File: config.mk
export PLATFORM = sky130hd
export DESIGN_NAME = fft_out_stream
export DESIGN_NICKNAME = d
export VERILOG_FILES = /design/src/rtl/fft_out_stream.sv
export SDC_FILE = /design/constraint.sdc
export NUM_CORES = 1
export LEC_CHECK = 0
export BUFFER_PORTS_ARGS = -buffer_cell sky130_fd_sc_hd__buf_2
export CAP_MARGIN = 15
export CORE_MARGIN = 2
export CORE_UTILIZATION = 58
export CTS_CLUSTER_DIAMETER = 150
export DETAILED_ROUTE_END_ITERATION = 10
export GPL_ROUTABILITY_DRIVEN = 0
export GPL_TIMING_DRIVEN = 1
export PLACE_DENSITY_LB_ADDON = 0.2
export SLEW_MARGIN = 5
export SYNTH_ARGS = -nofsm -noshare
export SYNTH_HDL_FRONTEND = slang
export SYNTH_SLANG_ARGS = --single-unit
File: constraint.sdc
create_clock -name ap_clk -period 5 [get_ports ap_clk]
set_clock_uncertainty 0.05 [all_clocks]
set_input_delay 1 -clock ap_clk [delete_from_list [all_inputs] [get_ports ap_clk]]
set_output_delay 1 -clock ap_clk [all_outputs]
set_load 0.05 [all_outputs]
File: src/rtl/fft_out_stream.sv
// Drain stage after the last FFT butterfly: reads one ping-pong half of the real/imag
// result buffers and streams N complex samples on a valid/ready port under ap_ctrl_chain.
module fft_out_stream #(
   parameter int N       = 1024,
   parameter int ADDR_W  = 10,
   parameter int DATA_W  = 32,
   parameter int SHIFT   = 0,
   parameter int BIT_REV = 0
) (
   input  logic              ap_clk,
   input  logic              ap_rst_n,
   input  logic              ap_start,
   output logic              ap_done,
   input  logic              ap_continue,
   output logic              ap_idle,
   output logic              ap_ready,
   output logic [ADDR_W-1:0] X_R_address0,
   output logic              X_R_ce0,
   input  logic [DATA_W-1:0] X_R_q0,
   output logic [ADDR_W-1:0] X_I_address0,
   output logic              X_I_ce0,
   input  logic [DATA_W-1:0] X_I_q0,
   output logic              out_valid,
   input  logic              out_ready,
   output logic [DATA_W-1:0] out_re,
   output logic [DATA_W-1:0] out_im,
   output logic              out_last
);

   typedef enum logic {S_IDLE = 1'b0, S_RUN = 1'b1} state_t;

   state_t state, state_nxt;

   logic                        ap_done_reg;
   logic [ADDR_W:0]             rd_idx;
   logic                        inflight;
   logic                        inflight_last;
   logic [1:0][DATA_W-1:0]      fifo_re;
   logic [1:0][DATA_W-1:0]      fifo_im;
   logic [1:0]                  fifo_last;
   logic                        wr_ptr;
   logic                        rd_ptr;
   logic [1:0]                  fifo_count;

   logic                        start_acc;
   logic                        pop;
   logic                        done_pulse;
   logic                        issue;
   logic [2:0]                  slots_used;
   logic [ADDR_W-1:0]           rev_idx;
   logic [ADDR_W-1:0]           rd_addr;
   logic signed [DATA_W-1:0]    re_sh;
   logic signed [DATA_W-1:0]    im_sh;

   // Output port: a beat transfers on a cycle where out_valid & out_ready; while
   // out_valid is high and out_ready low the payload is held unchanged.
   assign out_valid = (fifo_count != 2'd0);
   assign out_re    = fifo_re[rd_ptr];
   assign out_im    = fifo_im[rd_ptr];
   assign out_last  = fifo_last[rd_ptr];

   assign start_acc  = (state == S_IDLE) && ap_start && !ap_done_reg;
   assign pop        = out_valid && out_ready;
   assign done_pulse = (state == S_RUN) && pop && out_last;

   // Slots committed after this cycle's pop; crediting the pop keeps one read per cycle
   // while still bounding reads-ahead to the two FIFO entries.
   assign slots_used = 3'(fifo_count) + 3'(inflight) - 3'(pop);
   assign issue      = (state == S_RUN) && (rd_idx < (ADDR_W+1)'(N)) && (slots_used < 3'd2);

   always_comb begin
      rev_idx = '0;
      for (int b = 0; b < ADDR_W; b++) begin
         rev_idx[b] = rd_idx[ADDR_W-1-b];
      end
   end

   assign rd_addr      = (BIT_REV != 0) ? rev_idx : rd_idx[ADDR_W-1:0];
   assign X_R_address0 = rd_addr;
   assign X_I_address0 = rd_addr;
   assign X_R_ce0      = issue;
   assign X_I_ce0      = issue;

   assign re_sh = $signed(X_R_q0) >>> SHIFT;
   assign im_sh = $signed(X_I_q0) >>> SHIFT;

   always_comb begin
      state_nxt = state;
      ap_done   = done_pulse | ap_done_reg;
      ap_ready  = done_pulse;
      ap_idle   = (state == S_IDLE) && !ap_start;
      case (state)
         S_IDLE: if (start_acc)  state_nxt = S_RUN;
         S_RUN:  if (done_pulse) state_nxt = S_IDLE;
         default: state_nxt = S_IDLE;
      endcase
   end

   always_ff @(posedge ap_clk or negedge ap_rst_n) begin
      if (!ap_rst_n) begin
         state         <= S_IDLE;
         ap_done_reg   <= 1'b0;
         rd_idx        <= '0;
         inflight      <= 1'b0;
         inflight_last <= 1'b0;
         fifo_re       <= '0;
         fifo_im       <= '0;
         fifo_last     <= '0;
         wr_ptr        <= 1'b0;
         rd_ptr        <= 1'b0;
         fifo_count    <= 2'd0;
      end else begin
         state <= state_nxt;

         if (done_pulse && !ap_continue) begin
            ap_done_reg <= 1'b1;
         end else if (ap_continue) begin
            ap_done_reg <= 1'b0;
         end

         if (start_acc) begin
            rd_idx <= '0;
         end else if (issue) begin
            rd_idx <= rd_idx + 1'b1;
         end

         // Buffer read data arrives one cycle after ce0; tag travels alongside it.
         inflight      <= issue;
         inflight_last <= issue && (rd_idx == (ADDR_W+1)'(N-1));

         if (inflight) begin
            fifo_re[wr_ptr]   <= re_sh;
            fifo_im[wr_ptr]   <= im_sh;
            fifo_last[wr_ptr] <= inflight_last;
            wr_ptr            <= ~wr_ptr;
         end
         if (pop) begin
            rd_ptr <= ~rd_ptr;
         end

         case ({inflight, pop})
            2'b10:   fifo_count <= fifo_count + 2'd1;
            2'b01:   fifo_count <= fifo_count - 2'd1;
            default: fifo_count <= fifo_count;
         endcase
      end
   end

endmodule

# Word level (Yosys, flattened, before mapping)
# Cells that the tools add are included.
# classes
add_sub_neg	5
order_cmp	5
eq_ne	3
n_mux	21
bitwise	4
n_reduce_logical	18
# ops
cell	count
$mux 32	5
$bwmux 64	2
$demux 32 s1	1
$mux 11	2
$add 11x1->11 const B	1
$eq 11x10->1 const B	1
$logic_and 1x1->1	11
$lt 11x11->1 const B	1
$reduce_bool 2->1	4
$mux 1	7
$lt 1x2->1 const B	2
$pmux 2 s2	1
$add 2x1->3	1
$logic_not 1->1	3
$lt 3x2->1 const B	1
$not 1->1	3
$sub 3x1->3	1
$add 2x1->2 const B	1
$bwmux 2	1
$eq 2x1->1 const B	1
$eq 2x2->1 const B	1
$pmux 1 s2	1
$sub 2x1->2 const B	1
$demux 1 s1	1
other kinds (2)	2
# word_totals
register_bits	149
inputBits	69
out_inout_bits	91
wordCells	69

# Depth between registers and ports, before layout
# logic_depth
ltp_word	7
mapped_depth	7
depth_no_buf	6

# Worst setup path before layout
# No wires, ideal clock.
# synth_path
kind	input -> output
startpoint	input out_ready
endpoint	output X_R_ce0
t_arrival_ns	3.204
t_required_ns	3.950
setup_slack_ns	0.746
path_stages	7
path_buffers	2
path_cell_list	and3b_1 -> o21ai_0 -> fa_1 -> xor2_1 -> buf_2 -> nor2_1 -> buf_4
# synth_via
elab_chain_cells	4
# synth_lines
element	line	text
from (decl)	24	input logic out_ready,
$logic_and 1x1->1	63	assign pop = out_valid && out_ready;
$sub 3x1->3	68	assign slots_used = 3'(fifo_count) + 3'(inflight) - 3'(pop);
$lt 3x2->1	69	assign issue = (state == S_RUN) && (rd_idx < (ADDR_W+1)'(N)) && (slots_used < 3'd2);
$logic_and 1x1->1	69	
to (decl)	18	output logic X_R_ce0,
# No other way between the ends.

# Final worst setup path
# layout_path
startpoint	input out_ready
endpoint	output X_I_ce0
# layout_via
elab_chain_cells	4
# layout_lines
element	line	text
$logic_and 1x1->1	63	
$sub 3x1->3	68	
$lt 3x2->1	69	
$logic_and 1x1->1	69	
to (decl)	21	output logic X_I_ce0,
# No other way between the ends.

==> metrics.yaml <==
cells_and_area:
  top_regs: "fifo_im (64), fifo_re (64), rd_idx (11)"
  num-nets-final: 674
  areaGrowthSynthToFinish_pct: 18.6
  drive_gt1_share_pct: 63.8
  diodes: 0
critical_path:
  slowest_stage: "xor2_1"
  crit_arrival_ps: 3020
  end_kind: "output port"
  rr_startpoint: "fifo_count[1]"
  cp-startpoint: "out_ready"
  cp-start-kind: "primary input"
  worstPathRequired_ps: 3950
  crit_top_cell: "buf_2"
  path_cells: "buf_2 > and3b_1 > o21ai_0 > fa_1 > xor2_1 > nor2_1 > buf_2"
  critPathKind: "primary input to output port"
  critPathMaxFanout: 11
  critPathMaxStageDelay_ps: 590
detailed_routing:
  drtIter0Drc: 150
  wire_per_inst_um: 16.7
  avgViaCountPerCell: 5.44
  via_count: 4112
  wl_um: 12600
  drtAntennaViolNets: 0
  drt_first_pass_iters: 4
  drc: 0
sta:
  fin_ws_ps: 930
  period_minus_slack_ps: 4070
  final_max_slew_viol_count: 0
  max_clock_freq_mhz: 246
  period_share_pct: 81.4
  setup_viol: 0
  worst_slew_margin_rel_pct: 32.7
  setup_tns_ps: 0
  hold_violations: 0
  rsz0062_at_grt: "false"
  worst_pin_slew_ps: 1010
global_routing:
  antenna_found_initial: 0
  grt_pass1_vias: 4439
  grt_usage_pct: 21.6
  grt_max_degree: 115
  overflow: 0
  grt_pass1_wl_um: 21400
floorplan:
  row_count: 39
  start_util_pct: 59.3
  die_w_um: 112
  die_h_um: 112
  io_pins: 160
  core_area_um2: 11400
  die-area_um2: 12500
yosys:
  synth_cell_types: 33
  synth_commonest_cells: "mux2_2, dfrtp_1, buf_4"
  synth_edf_count: 0
  avgSynthCellArea_um2: 14.5
  syn_nets: 537
  synth_flop_cell: "dfrtp_1"
  yosys.area.top_type: "dfrtp_1"
  ys_seq_elements: 149
  yosysWarningCount: 0
  synth.area.top_cells: "dfrtp_1, mux2_2, buf_4"
  ys_seq_area_share_pct: 55.3
  yosys.cell_count.top_type: "mux2_2"
  ys_async_sr_fraction_pct: 100
  synthesis.area_um2: 6740
  yosysTopAreaCellShare_pct: 55.3
  syn_inst: 466
run:
  max_cap_viol_count: 0
clock_tree:
  cts_setup_buffers: 0
  cts_buffers: 17
  cts_root_buf: "clkbuf_16"
  cts_resized: 0
  cts_sinks: 149
  cts_tree: "done"
  clock_latency_ps: 420
  h-tree-depth: 4
  clockBufferDepth: 2
  ctsHoldBuffers: 0
  clkTransAtPathRegs_ps: 50
placed_design:
  dp_hpwl_um: 8260
  io_buffers: 159
  pre_cts_slack_ps: 942
run_status:
  status: "finished clean"
min_path:
  worstHoldStart: "fifo_re[47]"
  min_path_type: "flip-flop to flip-flop"
==> cells by family (layout without fill, tap and decap cells) <==
logic type / count (synthesis) / in the layout / synth area share (%)
multiplexers: 205 / 205 / 34.1
flip-flops: 149 / 149 / 55.3
AND/OR/NAND/NOR: 52 / 52 / 4.42
buffers and inverters: 47 / 194 / 4.46
AO/OA/AOI/OAI: 7 / 7 / 0.706
XOR/XNOR: 4 / 4 / 0.520
adder cells (fa/ha/maj): 2 / 2 / 0.483
==> worst max-delay path, delay by kind of cell <==
kind / cells / cell delay [ps]
AOI/OAI and AO/OA: 1 / 140
adders and majority gates: 1 / 400
and+or+nand+nor: 2 / 490
buffers and inverters: 2 / 410
xor gates and xnor gates: 1 / 590
==> layout by cell type, fill, tap and decap left out, drive strengths merged, types with 3 or more instances in the layout <==
cell	instances
buf	163
nor2	6
dfrtp	149
mux2	195
nand2b	6
mux2i	10
nand2	17
clkbuf	23
nand4	3
clkinv	5
nor4	6
==> layout make-up <==
| cell class | instances | area (um^2) |
|---|---|---|
| Sequential cell | 149 | 3730 |
| Clock inverter | 6 | 55.1 |
| Timing Repair Buffer | 163 | 832 |
| Clock buffer | 23 | 468 |
| Inverter | 2 | 7.51 |
| Fill cell | 786 | 3380 |
| Multi-Input combinational cell | 270 | 2720 |
| Tap cell | 143 | 179 |
==> final timing paths <==
path | to | slack, ps | cells past startpoint
setup reg to reg | inflight_last | 2450 | 6
hold / removal | fifo_re[47] | 450 | 1
setup / recovery | X_I_ce0 | 930 | 7
max in group asynchronous | fifo_im[56] | 3130 | 2
hold reg to reg | fifo_re[47] | 450 | 1
min in group asynchronous | fifo_re[46] | 670 | 1
==> layer usage <==
| metal | GRT usage [%] | wire (um) | vias to the layer above |
|---|---|---|---|
| met5 | 0 | 0 | - |
| met4 | 8.40 | 210 | 0 |
| met3 | 5.93 | 696 | 17 |
| met2 | 36.7 | 6460 | 108 |
| met1 | 26.3 | 5270 | 2074 |
| li1 | - | - | 1913 |
==> per-stage QoR <==
| step | cell area [um^2] | std cells | hold WS [ps] | utilization (%) |
|---|---|---|---|---|
| finish | 7990 | 756 | 447 | 70.3 |
| global route | 7990 | 756 | 461 | 70.3 |
| CTS | 7990 | 756 | 451 | 70.3 |
| detailed placement | 7470 | 727 | 437 | 65.7 |
| global placement | 7470 | 727 | 431 | 65.7 |
| floorplan | 6740 | 466 | 411 | - |
Power is not shown: default switching activity piles up to over one toggle a cycle in this logic, so the estimate is an artifact.
